--- src/rtl/seq_shift_add_core.sv ---
// Sequential 8x8 shift-and-add magnitude multiplier with sign fix-up stage.
// Optional macro SEQ_MUL_EARLY_TERM_EN: leave RUN as soon as the remaining multiplier bits are zero.
module seq_shift_add_core (
  input  logic        clk,
  input  logic        rst_n,
  input  logic        start,
  input  logic [7:0]  mcand_mag,
  input  logic [7:0]  mplier_mag,
  input  logic        neg,
  output logic        busy,
  output logic        done,
  output logic [15:0] product
);

  typedef enum logic [1:0] {
    S_IDLE = 2'd0,
    S_RUN  = 2'd1,
    S_FIX  = 2'd2
  } state_t;

  state_t      r_state;
  state_t      w_state_nxt;

  logic [7:0]  r_mcand;
  logic [7:0]  r_mplier;
  logic        r_neg;
  logic [15:0] r_acc;
  logic [2:0]  r_cnt;
  logic        r_busy;
  logic        r_done;
  logic [15:0] r_product;

  logic        w_accept;
  logic        w_run;
  logic        w_fix;
  logic        w_last;
  logic [7:0]  w_mplier_sh;
  logic [15:0] w_addend;
  logic [15:0] w_acc_nxt;
  logic [15:0] w_signed;

  // Next-state decode and datapath arithmetic
  always_comb begin
    w_state_nxt = r_state;
    w_accept    = 1'b0;
    w_run       = 1'b0;
    w_fix       = 1'b0;
    w_mplier_sh = r_mplier >> 1;
    w_addend    = {8'h00, r_mcand} << r_cnt;
    w_acc_nxt   = r_acc + (r_mplier[0] ? w_addend : '0);
    // Negating zero yields zero in 16-bit arithmetic, so no negative-zero case exists
    w_signed    = r_neg ? (16'h0000 - r_acc) : r_acc;
`ifdef SEQ_MUL_EARLY_TERM_EN
    w_last      = (r_cnt == 3'd7) || (w_mplier_sh == '0);
`else
    w_last      = (r_cnt == 3'd7);
`endif
    case (r_state)
      S_IDLE: begin
        if (start) begin
          w_accept    = 1'b1;
          w_state_nxt = S_RUN;
        end
      end
      S_RUN: begin
        w_run = 1'b1;
        if (w_last) w_state_nxt = S_FIX;
      end
      S_FIX: begin
        w_fix       = 1'b1;
        w_state_nxt = S_IDLE;
      end
      default: w_state_nxt = S_IDLE;
    endcase
  end

  always_ff @(posedge clk) begin
    if (!rst_n) r_state <= S_IDLE;
    else        r_state <= w_state_nxt;
  end

  always_ff @(posedge clk) begin
    if (!rst_n) begin
      r_mcand   <= '0;
      r_mplier  <= '0;
      r_neg     <= 1'b0;
      r_acc     <= '0;
      r_cnt     <= '0;
      r_busy    <= 1'b0;
      r_done    <= 1'b0;
      r_product <= '0;
    end else begin
      r_done <= 1'b0;
      if (w_accept) begin
        r_mcand  <= mcand_mag;
        r_mplier <= mplier_mag;
        r_neg    <= neg;
        r_acc    <= '0;
        r_cnt    <= '0;
        r_busy   <= 1'b1;
      end
      if (w_run) begin
        r_acc    <= w_acc_nxt;
        r_mplier <= w_mplier_sh;
        r_cnt    <= r_cnt + 3'd1;
      end
      if (w_fix) begin
        r_product <= w_signed;
        r_done    <= 1'b1;
        r_busy    <= 1'b0;
      end
    end
  end

  assign busy    = r_busy;
  assign done    = r_done;
  assign product = r_product;

endmodule

--- config.mk ---
export PLATFORM = sky130hd
export DESIGN_NAME = seq_shift_add_core
export DESIGN_NICKNAME = d
export VERILOG_FILES = /design/src/rtl/seq_shift_add_core.sv
export SDC_FILE = /design/constraint.sdc
export NUM_CORES = 1
export LEC_CHECK = 0
export ABC_AREA = 1
export ABC_CLOCK_PERIOD_IN_PS = 2250
export BUFFER_PORTS_ARGS = -buffer_cell sky130_fd_sc_hd__buf_2
export CORE_AREA = 2 2 111 113
export CTS_BUF_LIST = sky130_fd_sc_hd__clkbuf_4 sky130_fd_sc_hd__clkbuf_8
export CTS_CLUSTER_SIZE = 40
export DETAILED_ROUTE_END_ITERATION = 6
export DIE_AREA = 0 0 113 115
export GPL_ROUTABILITY_DRIVEN = 1
export PLACE_DENSITY = 0.45
export SETUP_SLACK_MARGIN = 0.3
export SLEW_MARGIN = 20
export SYNTH_ARGS = -nofsm -noshare
export SYNTH_HDL_FRONTEND = slang
export SYNTH_SLANG_ARGS = --single-unit
--- constraint.sdc ---
create_clock -name clk -period 2.25 [get_ports clk]
set_input_delay 0.1125 -clock clk [delete_from_list [all_inputs] [get_ports clk]]
set_output_delay 0.1125 -clock clk [all_outputs]
set_load 0.01 [all_outputs]
==> run_results.csv, run 1 <==
group,metric,value,unit
logic_synthesis,syn_area_per_cell,6.38,µm²
worst_setup_path,slowest_stage,"dfxtp_4",
worst_hold_path,min_path_cells,3,
logic_synthesis,synth_ff_type,"dfxtp_1",
clocking,cts_buffers,5,
grt,grt_pass1_wl,15900,µm
place,gp_congestion,0.841,
worst_setup_path,path_max_fanout,6,
detailed_routing,post_drt_wl_per_cell,13.0,µm
worst_setup_path,end_kind,"register",
detailed_routing,routed_via_density,4.78,
logic_synthesis,synth_top_family_by_area,"simple AND/OR/NAND/NOR gates",
logic_synthesis,netlist_instances,542,
detailed_routing,first_pass_iters,6,
grt,grt_max_degree,26,
power,p_per_area,451,nW/µm²
worst_hold_path,hold_path_class,"in -> reg",
sta,post-route-period-util,0.947,
place,place_hpwl,7150,µm
sta,max-slew-margin-rel,0.570,
floorplan,row_count,40,
logic_synthesis,synth_edf_count,0,
logic_synthesis,syn-num-nets,581,
sta,rsz0062_at_grt,"yes",
detailed_routing,wl,9710,µm
clocking,clock-sinks,56,
sta,drv_slew,0,
worst_setup_path,crit_cells,14,
power,p_leak,0.00203,µW
floorplan,die_area,13000,µm²
finish,final_common_cell,"nand2_1",
place,placed_cells,722,
power,power,2010,µW
logic_synthesis,synth.top_cell.area_share,0.324,
logic_synthesis,synth_seq_area_share,0.324,
finish,layout_common_cells,"nand2_1 (127), inv_1 (61), dfxtp_1 (54)",
logic_synthesis,synth_largest_area_cell,"dfxtp_1",
detailed_routing,drc_errors,1,
power,ir_drop,0.283,mV
finish,n_fill_cell,1294,
finish,fin_nets,637,
finish,drive_gt1_frac,0.299,
worst_setup_path,crit_chain,"mux2i_2 > nand2_1 > o21ai_2 > o22ai_1 > ha_1 > nand2_1 > nand2_2 > nand2_2 > nand2_2 > a21oi_2 > nand2_1 > nand2_1 > nand3_1 > a21oi_1",
sta,worst_pin_slew,0.643,ns
job,drv_cap,0,
grt,overflow,0,
sta,setup-violations-final,0,
worst_setup_path,slowest_delay,0.41,ns
clocking,clk_latency,0.32,ns
logic_synthesis,synth_area,3460,µm²
logic_synthesis,synthTopCellsByArea,"dfxtp_1 (32%), nand2_1 (18%), inv_1 (7.3%)",
logic_synthesis,async_reset_ff_frac,0,
worst_setup_path,cp-start-kind,"register",
worst_setup_path,cp_top_family,"simple AND/OR/NAND/NOR gates",
finish,n_antenna_cell,0,
floorplan,die_x,113,µm
detailed_routing,via_count,3565,
place,numPortBuffers,37,
worst_setup_path,path_class,"reg -> reg",
grt,grtUsageTotal,0.152,
floorplan,die_height,115,µm
logic_synthesis,muxShareOfSynthArea,0.00289,
logic_synthesis,synthAdderAreaFrac,0.0709,
status,status,"finished, violations left",
detailed_routing,drt-initial-drc-count,117,
status,failed_checks,"design-rule violations",
clocking,htree_levels,2,
sta,final.min_clock_period,2.13,ns
detailed_routing,antenna_left,0,
worst_setup_path,worstPathRequired,2.50,ns
grt,grt_pass1_vias,3370,
floorplan,num_io_pins,38,
worst_setup_path,crit_top_cell,"nand2_1",
clocking,cts.path.max_buffers,2,
logic_synthesis,ys_warn_count,0,
sta,fmax,469,MHz
logic_synthesis,synthSimpleGateAreaFrac,0.314,
clocking,clk_pin_slew,0.10,ns
finish,area_growth,28.8,%
sta,fin_hold_ws,0.0478,ns
sta,finalHoldViolations,0,
clocking,cts_root_buffer,"clkbuf_8",
worst_setup_path,ff2ff_path_depth,14,
logic_synthesis,synth_seq_cells,56,
finish,instances_no_fill,746,
floorplan,coreArea,11800,µm²
logic_synthesis,ys_types,36,
worst_setup_path,worst-path-buf-inv,0,
grt,antenna_found_initial,0,
floorplan,initial_core_util,0.293,
worst_setup_path,worstPathArrival,2.38,ns
logic_synthesis,synth_xor_area_frac,0.00253,
clocking,cts_hold_buf,0,
worst_setup_path,r2r_slack,0.12,ns
clocking,cts_tree,"built",
logic_synthesis,synth_compound_gate_area_share,0.185,
sta,finClkSkew,0.0116,ns
state kept, by name, indices dropped and copies added, names as in the netlist:
signal and count:
busy 1, done 1, product 16, r_acc 16
r_cnt 3, r_mcand 8, r_mplier 8, r_neg 1
r_state 2
per-layer routing:
metal | share of wire | global-route usage
met4 | 0.011 | 0.0374
met5 | 0 | 0
met2 | 0.48 | 0.265
met3 | 0.037 | 0.0242
met1 | 0.47 | 0.197
synth_stat cells, types with 2 or more instances:
library cell  count
a21oi_1          47
buf_2             5
buf_4             2
clkbuf_1          8
dfxtp_1          56
ha_1             18
inv_1            67
inv_2             2
nand2_1         163
nand3_1          28
nand3b_1          3
nand4_1           5
nor2_1           54
nor3_1            3
nor3_2            2
o21ai_0          43
o21ai_1           4
o221ai_1          7
o22ai_1           7
or2_2             2
timing repair:
item | 4_1_cts | 5_1_grt
setup buffers | 9 | 6
cloned | 0 | 1
resized for setup | 62 | 56
setup endpoints to repair | 13 | 14
pin swaps | 26 | 37
worst paths after layout:
kind                                    from          end
worst max-delay path                r_cnt[0]    r_acc[13]
worst min register to register   r_mplier[4]  r_mplier[4]
worst max register to register      r_cnt[0]    r_acc[13]
worst min-delay path            mcand_mag[6]   r_mcand[6]
metrics by stage:
| stage | TNS (ns) | instance area (µm²) | utilization | setup slack [ns] |
|---|---|---|---|---|
| after floorplan | 0 | 3500 | - | 0.263 |
| after global routing | -0.332 | 4460 | 0.377 | -0.0772 |
| final | 0 | 4460 | 0.377 | 0.119 |
| after global placement | -0.369 | 3860 | 0.327 | -0.0800 |
| after detailed placement | -0.809 | 3860 | 0.327 | -0.131 |
| after CTS | 0 | 4210 | 0.356 | 0.111 |
layout make-up:
type / instances / area (µm²) / area share
sequential: 56 / 1130 / 0.253
timing repair buffer: 65 / 410 / 0.0921
inverter: 69 / 262 / 0.0587
clock buffer: 6 / 82.6 / 0.0185
clock inverter: 2 / 13.8 / 0.00309
multi-input combinational: 401 / 2380 / 0.534
tap: 147 / 184 / 0.0413
power by group:
part	switching (µW)	internal, µW	leakage (µW)
clock	355	253	0.0000516
combinational	213	129	0.00152
sequential	33.9	1030	0.000457
total	602	1410	0.00203
cells by family after synthesis:
| group | after synthesis |
|---|---|
| muxes | 1 |
| adders and majority gates | 19 |
| xor gates and xnor gates | 1 |
| and+or+nand+nor | 264 |
| AOI/OAI and AO/OA | 115 |
| buffers and inverters | 86 |
| DFF | 56 |
worst min-delay path, stage by stage:
cell and delay [ns]:
buf_2 0.07, o21ai_0 0.07, nor2_1 0.08
Note: power is estimated with default switching activity, not from simulation.
==> inputs of run 2 (changes only) <==
- CORE_AREA: 2 2 111 113 -> 2 2 94 133
- DIE_AREA: 0 0 113 115 -> 0 0 96 135
==> run 2 against run 1 <==
Effect of this change: the flow now finishes without violations; clock power barely moved; global-route usage up 0.63 points; die area down 0.27%; clock-buffer cell count is the same; maximum frequency decreased by 0.55%; flip-flop and latch count stayed put; hold slack worse by 0.013 ns; wire length rose by 2.9%; clock skew grew 0.0022 ns; worst setup slack worse by 0.012 ns; critical path type unchanged; largest cell class unchanged; largest power group unchanged.
==> run_results.csv, run 2 (synthesized netlist as in run 1, its figures left out) <==
group,metric,value,unit
grt,grt_pass1_vias,3456,
floorplan,die_height,135,µm
worst_setup_path,worstPathArrival,2.41,ns
grt,overflow,0,
worst_setup_path,worstPathRequired,2.52,ns
worst_setup_path,cp_top_family,"simple AND/OR/NAND/NOR gates",
detailed_routing,wl,9990,µm
finish,area_growth,29.9,%
place,place_hpwl,7230,µm
detailed_routing,via_count,3610,
detailed_routing,first_pass_iters,4,
detailed_routing,drt-initial-drc-count,121,
worst_setup_path,end_kind,"register",
worst_hold_path,hold_path_class,"in -> reg",
worst_setup_path,path_class,"reg -> reg",
sta,drv_slew,0,
power,ir_drop,0.265,mV
clocking,clock-sinks,56,
worst_setup_path,slowest_stage,"dfxtp_4",
floorplan,die_area,13000,µm²
sta,fmax,467,MHz
sta,post-route-period-util,0.952,
sta,worst_pin_slew,1.02,ns
place,preCtsSetupSlack,-0.0803,ns
sta,finClkSkew,0.0137,ns
detailed_routing,routed_via_density,4.82,
clocking,cts_buffers,5,
sta,setup-violations-final,0,
worst_setup_path,r2r_slack,0.11,ns
clocking,htree_levels,2,
clocking,cts_tree,"built",
finish,n_fill_cell,1250,
grt,grtUsageTotal,0.158,
status,status,"completed",
worst_setup_path,path_max_fanout,7,
floorplan,coreArea,11700,µm²
place,placed_cells,720,
clocking,cts_hold_buf,0,
floorplan,initial_core_util,0.296,
grt,grt_pass1_wl,16000,µm
finish,fin_nets,640,
power,p_leak,0.00203,µW
sta,max-slew-margin-rel,0.320,
sta,finalHoldViolations,0,
floorplan,num_io_pins,38,
grt,grt_max_degree,26,
sta,timing.final.ws_setup,0.107,ns
finish,drive_gt1_frac,0.326,
finish,n_antenna_cell,0,
worst_setup_path,worst-path-buf-inv,3,
clocking,cts_root_buffer,"clkbuf_8",
detailed_routing,antenna_left,0,
detailed_routing,drc_errors,0,
floorplan,row_count,47,
floorplan,die_x,96,µm
job,drv_cap,0,
clocking,cts.path.max_buffers,2,
finish,instances_no_fill,749,
power,power,2020,µW
sta,rsz0062_at_grt,"yes",
worst_setup_path,slowest_delay,0.39,ns
sta,final.min_clock_period,2.14,ns
finish,layout_common_cells,"nand2_1 (124), inv_1 (55), dfxtp_1 (52)",
worst_setup_path,crit_top_cell,"nand2_2",
detailed_routing,post_drt_wl_per_cell,13.3,µm
worst_setup_path,cp-start-kind,"register",
power,p_per_area,449,nW/µm²
grt,antenna_found_initial,0,
place,numPortBuffers,37,
finish,final_common_cell,"nand2_1",
clocking,clk_latency,0.33,ns
worst_setup_path,crit_chain,"buf_6 > buf_6 > nand2_2 > nand2_2 > o21ai_2 > nor2_1 > ha_1 > nand2_2 > nor2_4 > inv_1 > nor2_2 > nand2_2 > nand3_1 > nand3_2 > a21oi_2",
clocking,clk_pin_slew,0.11,ns
place,gp_congestion,0.866,
## run 2: timing repair
item / CTS / global route
gates resized for setup: 70 / 57
cloned: 1 / 0
setup buffers: 16 / 4
pin swaps: 37 / 37
setup endpoints to repair: 13 / 13
## run 2: worst register-to-register path, stage by stage, from the launching register on
cell and delay (ns):
dfxtp_4 0.39, buf_6 0.13, buf_6 0.11, nand2_2 0.05
nand2_2 0.06, o21ai_2 0.14, nor2_1 0.08, ha_1 0.37
nand2_2 0.13, nor2_4 0.11, inv_1 0.05, nor2_2 0.08
nand2_2 0.06, nand3_1 0.09, nand3_2 0.08, a21oi_2 0.14
## run 2: area by class of cell
class / instances / area, µm² / area share
flip-flops and latches: 56 / 1130 / 0.251
repair buffers: 68 / 425 / 0.0947
clock buffers: 6 / 76.3 / 0.0170
well taps: 147 / 184 / 0.0409
clock inverters: 2 / 13.8 / 0.00306
inverters: 69 / 262 / 0.0582
multi-input cells: 401 / 2400 / 0.535
## run 2: routing by layer
layer	GRT usage	up-vias	part of all wire
li1	-	1880	-
met1	0.186	1649	0.42
met2	0.282	55	0.51
met3	0.0223	26	0.023
met4	0.0627	0	0.042
met5	0	-	0
## run 2: through the flow
stage	utilization	hold slack [ns]	TNS [ns]	area [µm²]
6_report	0.384	0.0347	0	4490
5_1_grt	0.384	0.0570	-0.216	4490
4_1_cts	0.363	0.0376	0	4250
3_5_place_dp	0.329	0.378	-0.296	3840
3_3_place_gp	0.329	0.370	-0.289	3840
2_1_floorplan	-	0.279	0	3500
## run 2: final timing paths
check | start | endpoint | cells after the start
max | r_cnt[0] | r_acc[14] | 15
min | mcand_mag[5] | r_mcand[5] | 3
max reg2reg | r_cnt[0] | r_acc[14] | 15
min reg2reg | r_mplier[4] | r_mplier[4] | 2
## run 2: power breakdown
group	total (µW)	switching, µW	leakage (µW)	internal, µW
Combinational	348	213	0.00152	135
Clock	606	370	0.0000490	236
Sequential	1060	35.2	0.000458	1030
Total	2020	618	0.00203	1400
==> inputs of run 3 (changes only) <==
==> constraint.sdc (replaced) <==
create_clock -name clk -period 2.25 [get_ports clk]
set_input_delay 0.675 -clock clk [delete_from_list [all_inputs] [get_ports clk]]
set_output_delay 0.675 -clock clk [all_outputs]
set_load 0.01 [all_outputs]
==> run 3 against run 2 <==
Effect of this change: die area did not move; total power rose by 7.5%; clock power rose by 19%; via count barely moved; largest cell class unchanged.
==> run_results.csv, run 3 (synthesized netlist as in run 1, its figures left out) <==
group,metric,value,unit
clocking,cts_tree,"built",
detailed_routing,routed_via_density,4.78,
clocking,cts.path.max_buffers,2,
job,drv_cap,0,
sta,post-route-period-util,0.937,
floorplan,num_io_pins,38,
power,switchingPower,643,µW
worst_setup_path,slowest_stage,"dfxtp_4",
finish,n_antenna_cell,0,
grt,antenna_found_initial,0,
grt,grt_max_degree,22,
sta,max-slew-margin-rel,0.665,
sta,setup-violations-final,0,
clocking,clk_pin_slew,0.12,ns
finish,drive_gt1_frac,0.331,
worst_setup_path,end_kind,"register",
power,clock_power_share,0.333,
grt,grtUsageTotal,0.162,
finish,final_common_cell,"nand2_1",
finish,instances_no_fill,755,
place,placed_cells,727,
detailed_routing,antenna_left,0,
worst_setup_path,r2r_slack,0.14,ns
sta,finalHoldViolations,0,
worst_setup_path,cp-start-kind,"register",
status,status,"completed",
detailed_routing,first_pass_iters,4,
worst_setup_path,path_class,"reg -> reg",
sta,rsz0062_at_grt,"yes",
grt,overflow,0,
worst_setup_path,worst-path-buf-inv,3,
worst_setup_path,slowest_delay,0.40,ns
worst_hold_path,hold_path_class,"reg -> reg",
worst_hold_path,hp-start,"r_mplier[4]",
sta,worst_pin_slew,0.502,ns
floorplan,die_area,13000,µm²
place,numPortBuffers,37,
worst_setup_path,path_max_fanout,6,
place,preCtsSetupSlack,-0.164,ns
sta,fin_hold_ws,0.452,ns
worst_setup_path,worstPathArrival,2.38,ns
clocking,cts_hold_buf,0,
finish,area_growth,36.5,%
clocking,cts_buffers,5,
sta,fmax,474,MHz
place,dpl_cell_area,3910,µm²
finish,fin_nets,646,
place,place_hpwl,7450,µm
sta,drv_slew,0,
power,pwr-share-seq,0.491,
worst_setup_path,rr_startpoint,"r_cnt[0]",
power,combinationalPowerShare,0.176,
power,p_per_area,459,nW/µm²
floorplan,die_x,96,µm
clocking,cts_root_buffer,"clkbuf_8",
worst_setup_path,r2r-end,"r_acc[11]",
grt,grt_pass1_vias,3365,
worst_setup_path,ff2ff_path_depth,14,
detailed_routing,via_count,3611,
worst_setup_path,crit_chain,"buf_6 > nand2_2 > o21ai_4 > o21ai_2 > o22ai_2 > ha_4 > nand2_4 > inv_2 > a21oi_2 > buf_4 > nand3_2 > nand2_2 > nand3_2 > a21oi_2",
clocking,clk_latency,0.33,ns
detailed_routing,drt-initial-drc-count,120,
sta,timing.final.ws_setup,0.143,ns
grt,grt_pass1_wl,16300,µm
worst_setup_path,worstPathRequired,2.53,ns
place,gp_congestion,0.857,
floorplan,row_count,47,
detailed_routing,post_drt_wl_per_cell,13.4,µm
worst_setup_path,cp_top_family,"compound AO/OA/AOI/OAI gates",
floorplan,die_height,135,µm
power,internal_power,1520,µW
detailed_routing,drc_errors,0,
worst_setup_path,critPathCapture,"r_acc[11]",
floorplan,initial_core_util,0.296,
floorplan,coreArea,11700,µm²
power,netSwitchingFraction,0.297,
finish,fin_area,4720,µm²
sta,final.min_clock_period,2.11,ns
worst_hold_path,min_path_cells,2,
power,p_leak,0.00214,µW
clocking,htree_levels,2,
worst_setup_path,crit_start,"r_cnt[0]",
detailed_routing,wl,10200,µm
sta,finClkSkew,0.00970,ns
power,ir_drop,0.382,mV
clocking,clock-sinks,56,
finish,layout_common_cells,"nand2_1 (124), inv_1 (59), dfxtp_1 (53)",
worst_setup_path,crit_cells,14,
==> run 3: what timing repair did <==
action | CTS | global route
buffers inserted | 11 | 8
endpoints found under the setup margin | 14 | 13
pin swaps | 34 | 49
resized for setup | 66 | 76
cloned | 1 | 0
==> run 3: cell type report <==
cell class / instances / area [µm²]
multi-input cells: 401 / 2550
inverters: 69 / 264
fillers: 1241 / 6980
clock inverters: 3 / 46.3
repair buffers: 74 / 483
well taps: 147 / 184
flip-flops and latches: 56 / 1130
clock buffers: 5 / 68.8
==> run 3: worst min-delay path by stage <==
stage                        to  slack, ns
CTS                 r_mplier[6]       0.46
global route        r_mplier[2]       0.47
finish              r_mplier[4]       0.45
detailed placement  product[10]       0.44
floorplan           r_mplier[1]       0.42
global placement    r_mplier[6]       0.43
==> run 3: routing by layer <==
metal | GRT usage | wire length (µm)
met2 | 0.292 | 5420
met1 | 0.195 | 4280
met5 | 0 | 0
met4 | 0.0484 | 281
met3 | 0.0201 | 171
==> run 3: power groups by stage <==
stage               Clock (µW)  Combinational [µW]  Sequential [µW]
global placement             0                 282             1080
floorplan                    0                 205             1070
detailed placement           0                 284             1080
finish                     722                 383             1060
global route               784                 428             1070
CTS                        757                 335             1060
==> run 3: metrics by stage <==
step	utilization	TNS (ns)	power (µW)
floorplan	-	0	1270
global placement	0.334	-0.385	1360
detailed placement	0.334	-1.00	1370
CTS	0.370	0	2150
global route	0.403	0	2280
finish	0.403	0	2170
==> run 3: worst register-to-register path: cells and delay by family, from the launching register on <==
kind                       cells  cell delay (ns)
AOI/OAI and AO/OA              5             0.66
and+or+nand+nor                5             0.38
DFF                            1             0.40
adders and majority gates      1             0.30
buffers and inverters          3             0.31
